**config.mk**
```make
export PLATFORM = sky130hd
export DESIGN_NAME = hazard_scoreboard
export DESIGN_NICKNAME = d
export VERILOG_FILES = /design/src/rtl/hazard_scoreboard.sv
export SDC_FILE = /design/constraint.sdc
export NUM_CORES = 1
export LEC_CHECK = 0
export CAP_MARGIN = 30
export CELL_PAD_IN_SITES_DETAIL_PLACEMENT = 1
export CELL_PAD_IN_SITES_GLOBAL_PLACEMENT = 1
export CORE_ASPECT_RATIO = 1.2
export CORE_UTILIZATION = 40
export CTS_CLUSTER_SIZE = 40
export DETAILED_ROUTE_END_ITERATION = 16
export DONT_BUFFER_PORTS = 1
export GPL_ROUTABILITY_DRIVEN = 0
export GPL_TIMING_DRIVEN = 0
export PLACE_DENSITY_LB_ADDON = 0.1
export SLEW_MARGIN = 20
export SYNTH_ARGS = -nofsm -noshare
export SYNTH_HDL_FRONTEND = slang
export SYNTH_SLANG_ARGS = --single-unit
```
**constraint.sdc**
```tcl
create_clock -name clk -period 7.6 [get_ports clk]
set_input_delay 1.14 -clock clk [delete_from_list [all_inputs] [get_ports clk]]
set_output_delay 1.14 -clock clk [all_outputs]
set_load 0.05 [all_outputs]
```
**src/rtl/hazard_scoreboard.sv**
```systemverilog
// hazard_scoreboard: ID-stage hazard unit.
// Detects read-after-write hazards for NUM_SRC operands against NUM_FWD
// forwarding stages (youngest match wins) and against a per-register
// pending-write scoreboard of long-latency writers that leave the pipeline.
// It drives the IF/ID stall and runs a consecutive-stall watchdog.
//
// Ports:
//   clk, reset         clock, synchronous active-high reset
//   en                 gates the stall output only
//   src_used/src_addr  operands read by the ID instruction
//   fwd_wr_en/fwd_wr_addr/fwd_ready  forwarding stages, index 0 = youngest
//   issue_valid/issue_dst/issue_ready  long-latency write leaving the pipe
//   wb_valid/wb_dst    long-latency write-back
//   IF_ID_reg_stall    hold IF/ID, insert bubble (combinational)
//   pending_any        any outstanding long-latency write (combinational)
//   stall_count        consecutive stall cycles, saturating
//   hang_err           sticky watchdog flag
//   sb_err             sticky write-back with no outstanding write
module hazard_scoreboard #(
  parameter int unsigned NUM_SRC   = 2,
  parameter int unsigned NUM_FWD   = 2,
  parameter int unsigned REG_AW    = 5,
  parameter int unsigned PEND_W    = 2,
  parameter int unsigned WB_BYPASS = 1,
  parameter int unsigned TIMEOUT   = 1024
) (
  input  logic                      clk,
  input  logic                      reset,
  input  logic                      en,
  input  logic [NUM_SRC-1:0]        src_used,
  input  logic [NUM_SRC*REG_AW-1:0] src_addr,
  input  logic [NUM_FWD-1:0]        fwd_wr_en,
  input  logic [NUM_FWD*REG_AW-1:0] fwd_wr_addr,
  input  logic [NUM_FWD-1:0]        fwd_ready,
  input  logic                      issue_valid,
  input  logic [REG_AW-1:0]         issue_dst,
  output logic                      issue_ready,
  input  logic                      wb_valid,
  input  logic [REG_AW-1:0]         wb_dst,
  output logic                      IF_ID_reg_stall,
  output logic                      pending_any,
  output logic [15:0]               stall_count,
  output logic                      hang_err,
  output logic                      sb_err
);

  localparam int unsigned NUM_REGS = 1 << REG_AW;
  localparam int unsigned SC_W     = 16;

  // Outstanding long-latency writes per register; entry 0 is never written.
  logic [NUM_REGS-1:0][PEND_W-1:0] cnt;

  logic [NUM_SRC-1:0] src_hz;
  logic               issue_fire;
  logic               wb_eff;
  logic [SC_W-1:0]    stall_next;

  // Hazard for one operand address: youngest matching forwarding stage
  // decides; only with no match does the scoreboard count matter.
  function automatic logic operand_hazard(
    input logic [REG_AW-1:0]         a,
    input logic [PEND_W-1:0]         c,
    input logic [NUM_FWD-1:0]        wen,
    input logic [NUM_FWD*REG_AW-1:0] waddr,
    input logic [NUM_FWD-1:0]        rdy,
    input logic                      wbv,
    input logic [REG_AW-1:0]         wbd
  );
    logic hit;
    logic hz;
    hit = 1'b0;
    hz  = 1'b0;
    for (int s = 0; s < int'(NUM_FWD); s++) begin
      if (!hit && wen[s] && (waddr[s*REG_AW +: REG_AW] == a)) begin
        hit = 1'b1;
        hz  = !rdy[s];
      end
    end
    if (!hit && (c != '0)) begin
      hz = 1'b1;
      // Last outstanding write completing this cycle resolves the hazard.
      if ((WB_BYPASS != 0) && (c == PEND_W'(1)) && wbv && (wbd == a)) begin
        hz = 1'b0;
      end
    end
    return hz;
  endfunction

  // Per-operand hazards; r0 and unused operands never hazard.
  always_comb begin
    src_hz = '0;
    for (int i = 0; i < int'(NUM_SRC); i++) begin
      src_hz[i] = src_used[i] && (src_addr[i*REG_AW +: REG_AW] != '0) &&
                  operand_hazard(src_addr[i*REG_AW +: REG_AW],
                                 cnt[src_addr[i*REG_AW +: REG_AW]],
                                 fwd_wr_en, fwd_wr_addr, fwd_ready,
                                 wb_valid, wb_dst);
    end
  end

  assign IF_ID_reg_stall = en && (|src_hz);
  assign pending_any     = |cnt;

  // A full counter still accepts when its own write-back frees a slot.
  assign issue_ready = (issue_dst == '0) || (cnt[issue_dst] != '1) ||
                       (wb_valid && (wb_dst == issue_dst));

  assign issue_fire = issue_valid && issue_ready && (issue_dst != '0);
  assign wb_eff     = wb_valid && (wb_dst != '0);

  assign stall_next = (stall_count == '1) ? stall_count : stall_count + SC_W'(1);

  // Scoreboard counters: same-register issue and write-back cancel.
  always_ff @(posedge clk) begin
    if (reset) begin
      cnt <= '0;
    end else begin
      for (int r = 1; r < int'(NUM_REGS); r++) begin
        if (issue_fire && (issue_dst == REG_AW'(r)) &&
            !(wb_eff && (wb_dst == REG_AW'(r)))) begin
          cnt[r] <= cnt[r] + PEND_W'(1);
        end else if (wb_eff && (wb_dst == REG_AW'(r)) &&
                     !(issue_fire && (issue_dst == REG_AW'(r))) &&
                     (cnt[r] != '0)) begin
          cnt[r] <= cnt[r] - PEND_W'(1);
        end
      end
    end
  end

  // Sticky error on a write-back with nothing outstanding.
  always_ff @(posedge clk) begin
    if (reset) begin
      sb_err <= 1'b0;
    end else if (wb_eff && (cnt[wb_dst] == '0)) begin
      sb_err <= 1'b1;
    end
  end

  // Consecutive-stall counter and sticky watchdog.
  always_ff @(posedge clk) begin
    if (reset) begin
      stall_count <= '0;
      hang_err    <= 1'b0;
    end else if (IF_ID_reg_stall) begin
      stall_count <= stall_next;
      if (32'(stall_next) >= TIMEOUT) begin
        hang_err <= 1'b1;
      end
    end else begin
      stall_count <= '0;
    end
  end

endmodule
```
* Yosys cells after proc, flatten, opt, wreduce, memory -nomap -nowiden *
Index checks and enable logic that the tools add are counted.

storage, ports and cells
  register bits = 80
  input bits = 41
  output and inout bits = 21
  logic and storage cells = 580

operators by class
  add/sub/neg operators = 63
  $lt $le $gt $ge = 5
  eq/ne operators = 73
  muxes and demuxes = 83
  bitwise logic cells = 1
  reduce and logical (&&, ||, !) cells = 321

operators with widths
  operator                 number
  $logic_and A1 B1 Y1      177
  $eq A5 B5 Y1 const B     32
  $mux W2                  66
  $reduce_bool A2 Y1       64
  $eq A5 B4 Y1 const B     16
  $logic_not A1 Y1         68
  $add A2 B1 Y2 const B    31
  $reduce_or A62 Y1        1
  $sub A2 B1 Y2 const B    31
  $bmux W2 S5              4
  $eq A5 B3 Y1 const B     8
  $eq A5 B5 Y1             7
  $lt A5 B6 Y1 const B     4
  $eq A5 B2 Y1 const B     4
  $reduce_bool A5 Y1       4
  $add A16 B1 Y16 const B  1
  $eq A16 B16 Y1 const B   1
  $ge A16 B11 Y1 const B   1
  $mux W16                 1
  $mux W1                  12
  $eq A5 B1 Y1 const B     2
  $logic_not A5 Y1         1
  $eq A2 B1 Y1 const B     2
  $reduce_or A2 Y1         2
  other kinds (5)          6

* Depth between registers and ports, before layout *
  depth in word-level cells = 15
  mapped depth = 11
  mapped depth without buffers = 9

* Least setup slack after synthesis *
OpenSTA, ideal clock, no wires.

  path kind = input -> output
  start point = input src_addr[5]
  end point = output IF_ID_reg_stall
  data arrival time = 3,329 ps
  data required time = 6,460 ps
  slack = 3,131 ps
  stages = 10
  path buffers = 3
  cell sequence = buf_2 buf_2 mux4_2 mux2i_1 nor2_1 o22ai_1 o211ai_1 a31oi_2 buf_4 inv_1

between the ends
  cells in the longest elaborated chain, start to end = 13
  elaborated cells on any way between the ends = 26
  classes of those cells = eq/ne (4); mux (8); reduce/logical (14)

ends and longest elaborated chain
  element                                               RTL line  text
  start: declaration                                    31        input logic [NUM_SRC*REG_AW-1:0] src_addr,
  branches (longest 10 deep; another with $bmux W2 S5)  --
  $logic_and A1 B1 Y1 (*)                               93        src_hz[i] = src_used[i] && (src_addr[i*REG_AW +: REG_AW] != '0) &&
  $reduce_or A2 Y1 (*)                                  101       assign IF_ID_reg_stall = en && (|src_hz);
  $logic_and A1 B1 Y1 (*)                               101
  end: declaration                                      40        output logic IF_ID_reg_stall,

Mark *: on every way between the ends. The select of a mux whose other input is x is not followed.

* Worst setup path after layout *
Same ends and word-level chain as after synthesis.

==> metrics <==
full die area ~17000 um2; Clock Skew a little over 8 ps; drt total wl between 20 and 30 mm; Synthesized Nets approximately 870; Worst-Margin Slew 832 ps; Min Clock Period, post-route roughly 5200 ps; via/cell ratio roughly 6.6; Worst EP arrival about 4000 ps; Synth Warn # 0; first-iteration detailed-routing DRC count roughly 570; RSZ-0062 raised after global routing false; Post-synth EDFFs 0; Final period util just under 70%; grt ovf 0; Pint 749 uW; clock root buffer clkbuf_16; first-pass GRT wire length roughly 41 mm; clock sink count 80; largest net degree at the start of global routing 15; count of buffers from port buffering 0; FMAX just under 0.2 GHz; post-CTS setup buffer count 0; area delta synth->final 9.02%; die width 119 um; Synth cell types 57; Seq/Total Area, Yosys between 20 and 25%; Mapped Area approximately 6600 um2; Final Cell Area roughly 7000 um2; post-DP HPWL 20.0 mm; Initial Utilization approximately 41%; Slew Viols, Final 0; CP Data Required Time about 6500 ps; Flop pwr share 40.6%; Max-Cap Viols 0; most frequent cells in the layout dfxtp_1, nor2_1, nand2_1, a21oi_1, nor3_1; vias around 7000; final hold violations 0; post-CTS resize count 0; Hold Path Class flop to flop; switching part of the total power between 20% and 30%; Avg WL per Cell 24.6 um; Primary FF master, synth dfxtp_1; Setup crit end kind output port; fin util between 40% and 50%; Slew HR around 45%; leak pwr roughly 2.4 nW; commonest non-fill, non-tap cell in the layout dfxtp_1; n_diodes 0; Crit Path Class primary input to output port; Power Dens Cells between 100 and 150 nW/um2; Sw Pwr between 300 and 400 uW; htree depth 3; CTS Buffer Depth 2; Power, Total roughly 1.1 mW; Post-CTS Hold Buffers 0; antenna viol nets, final 0; fraction of registers with async set/reset 0%; final count of negative-setup-slack endpoints 0; combinational group share of total power 15.2%; Peak VDD IR around 0.11 mV; Mapped Avg Cell Area approximately 7.9 um2; CTS tree built; number of global-route vias before repair around 7400; drt pass-1 iters 5; initial antenna violation count 0; fraction of layout cells with a size suffix above 1 between 10% and 20%; overall global routing resource usage between 30% and 40%; CP Launch Type primary input; clock share of power between 40% and 50%; Worst-path clk slew 60 ps; DRC Markers 0; chip height 143 um; worst skew pair latency between 300 and 400 ps; final setup TNS 0 ps; layout net count ~900; Mapped Cells 832; dpl cell area approximately 6900 um2; Num CTS Buffers 9; Critical Path Fanout Max 10; Synth Register Bits 80; status complete, no violations; core area around 16000 um2; num rows 51; Boundary Pins between 60 and 70
[kinds of logic after synthesis]
kind of cell    after synthesis  synth area share [%]
simple gates                337                  26.2
compound gates              245                  24.3
flops                        80                  24.3
xor+xnor                     45                  5.98
mux                          55                  14.4
fa+ha+maj                     1                 0.190
buf+inv                      69                  4.60
[flip-flops by register name (all words and copies together), names as in the netlist]
register	count
hang_err	1
cnt	62
stall_count	16
sb_err	1
[area by class of cell]
class	instances	area, um2
Multi-Input combinational cell	683	4680
Inverter	16	60.1
Clock buffer	11	253
Sequential cell	80	1600
Fill cell	1983	8960
Tap cell	212	265
Clock inverter	5	63.8
Buffer	53	243
Timing Repair Buffer	2	12.5
[per-layer routing]
layer | track usage (%) | vias to the layer above | routed length, um | share of wire (%)
met5 | 1.79 | - | 36 | 0.14
li1 | - | 3146 | - | -
met3 | 7.45 | 82 | 2050 | 7.9
met2 | 52.4 | 328 | 12000 | 46
met1 | 37.7 | 3480 | 10800 | 41
met4 | 17.1 | 2 | 1270 | 4.9
[power by group through the flow]
stage | clock (mW) | combinational [mW] | sequential (mW)
floorplan | 0 | 0.115 | 0.438
global placement | 0 | 0.154 | 0.440
detailed placement | 0 | 0.159 | 0.441
CTS | 0.478 | 0.160 | 0.431
global route | 0.495 | 0.172 | 0.432
finish | 0.471 | 0.162 | 0.432
[Yosys cell counts (all sizes together) (22+ instances only)]
cell type / instances / area, um2
nand2: 61 / 229
xor2: 32 / 280
dfxtp: 80 / 1600
nand3: 40 / 213
mux4: 31 / 698
nor2: 65 / 244
nor3: 59 / 295
a21oi: 61 / 305
nand2b: 27 / 169
o21a: 26 / 195
clkbuf: 28 / 105
and3: 22 / 138
a211oi: 41 / 313
o21ai: 58 / 290
buf: 25 / 138
[critical path, stage by stage]
cell and delay [ps]:
buf_2 310, buf_2 390, mux4_2 550, mux2i_1 230
nor2_1 70, o22ai_1 170, o211ai_1 140, a31oi_2 520
buf_4 280, inv_1 220
[path summary, 6_finish.rpt]
check             slack, ps  cells after the start         endpoint           start
setup / recovery       2430                     10  IF_ID_reg_stall     src_addr[5]
hold / removal          580                      2          cnt[19]         cnt[18]
setup reg to reg       4330                      8         hang_err  stall_count[1]
hold reg to reg         580                      2          cnt[19]         cnt[18]
[stage by stage]
step / instances / hold WS [ps] / setup WS, ps
after floorplan: 832 / 504 / 3130
after global placement: 1044 / 547 / 2500
after detailed placement: 1045 / 566 / 2430
after CTS: 1061 / 576 / 2430
after global routing: 1062 / 596 / 2260
final: 1062 / 577 / 2430
Power figures use the tool's default switching activity.
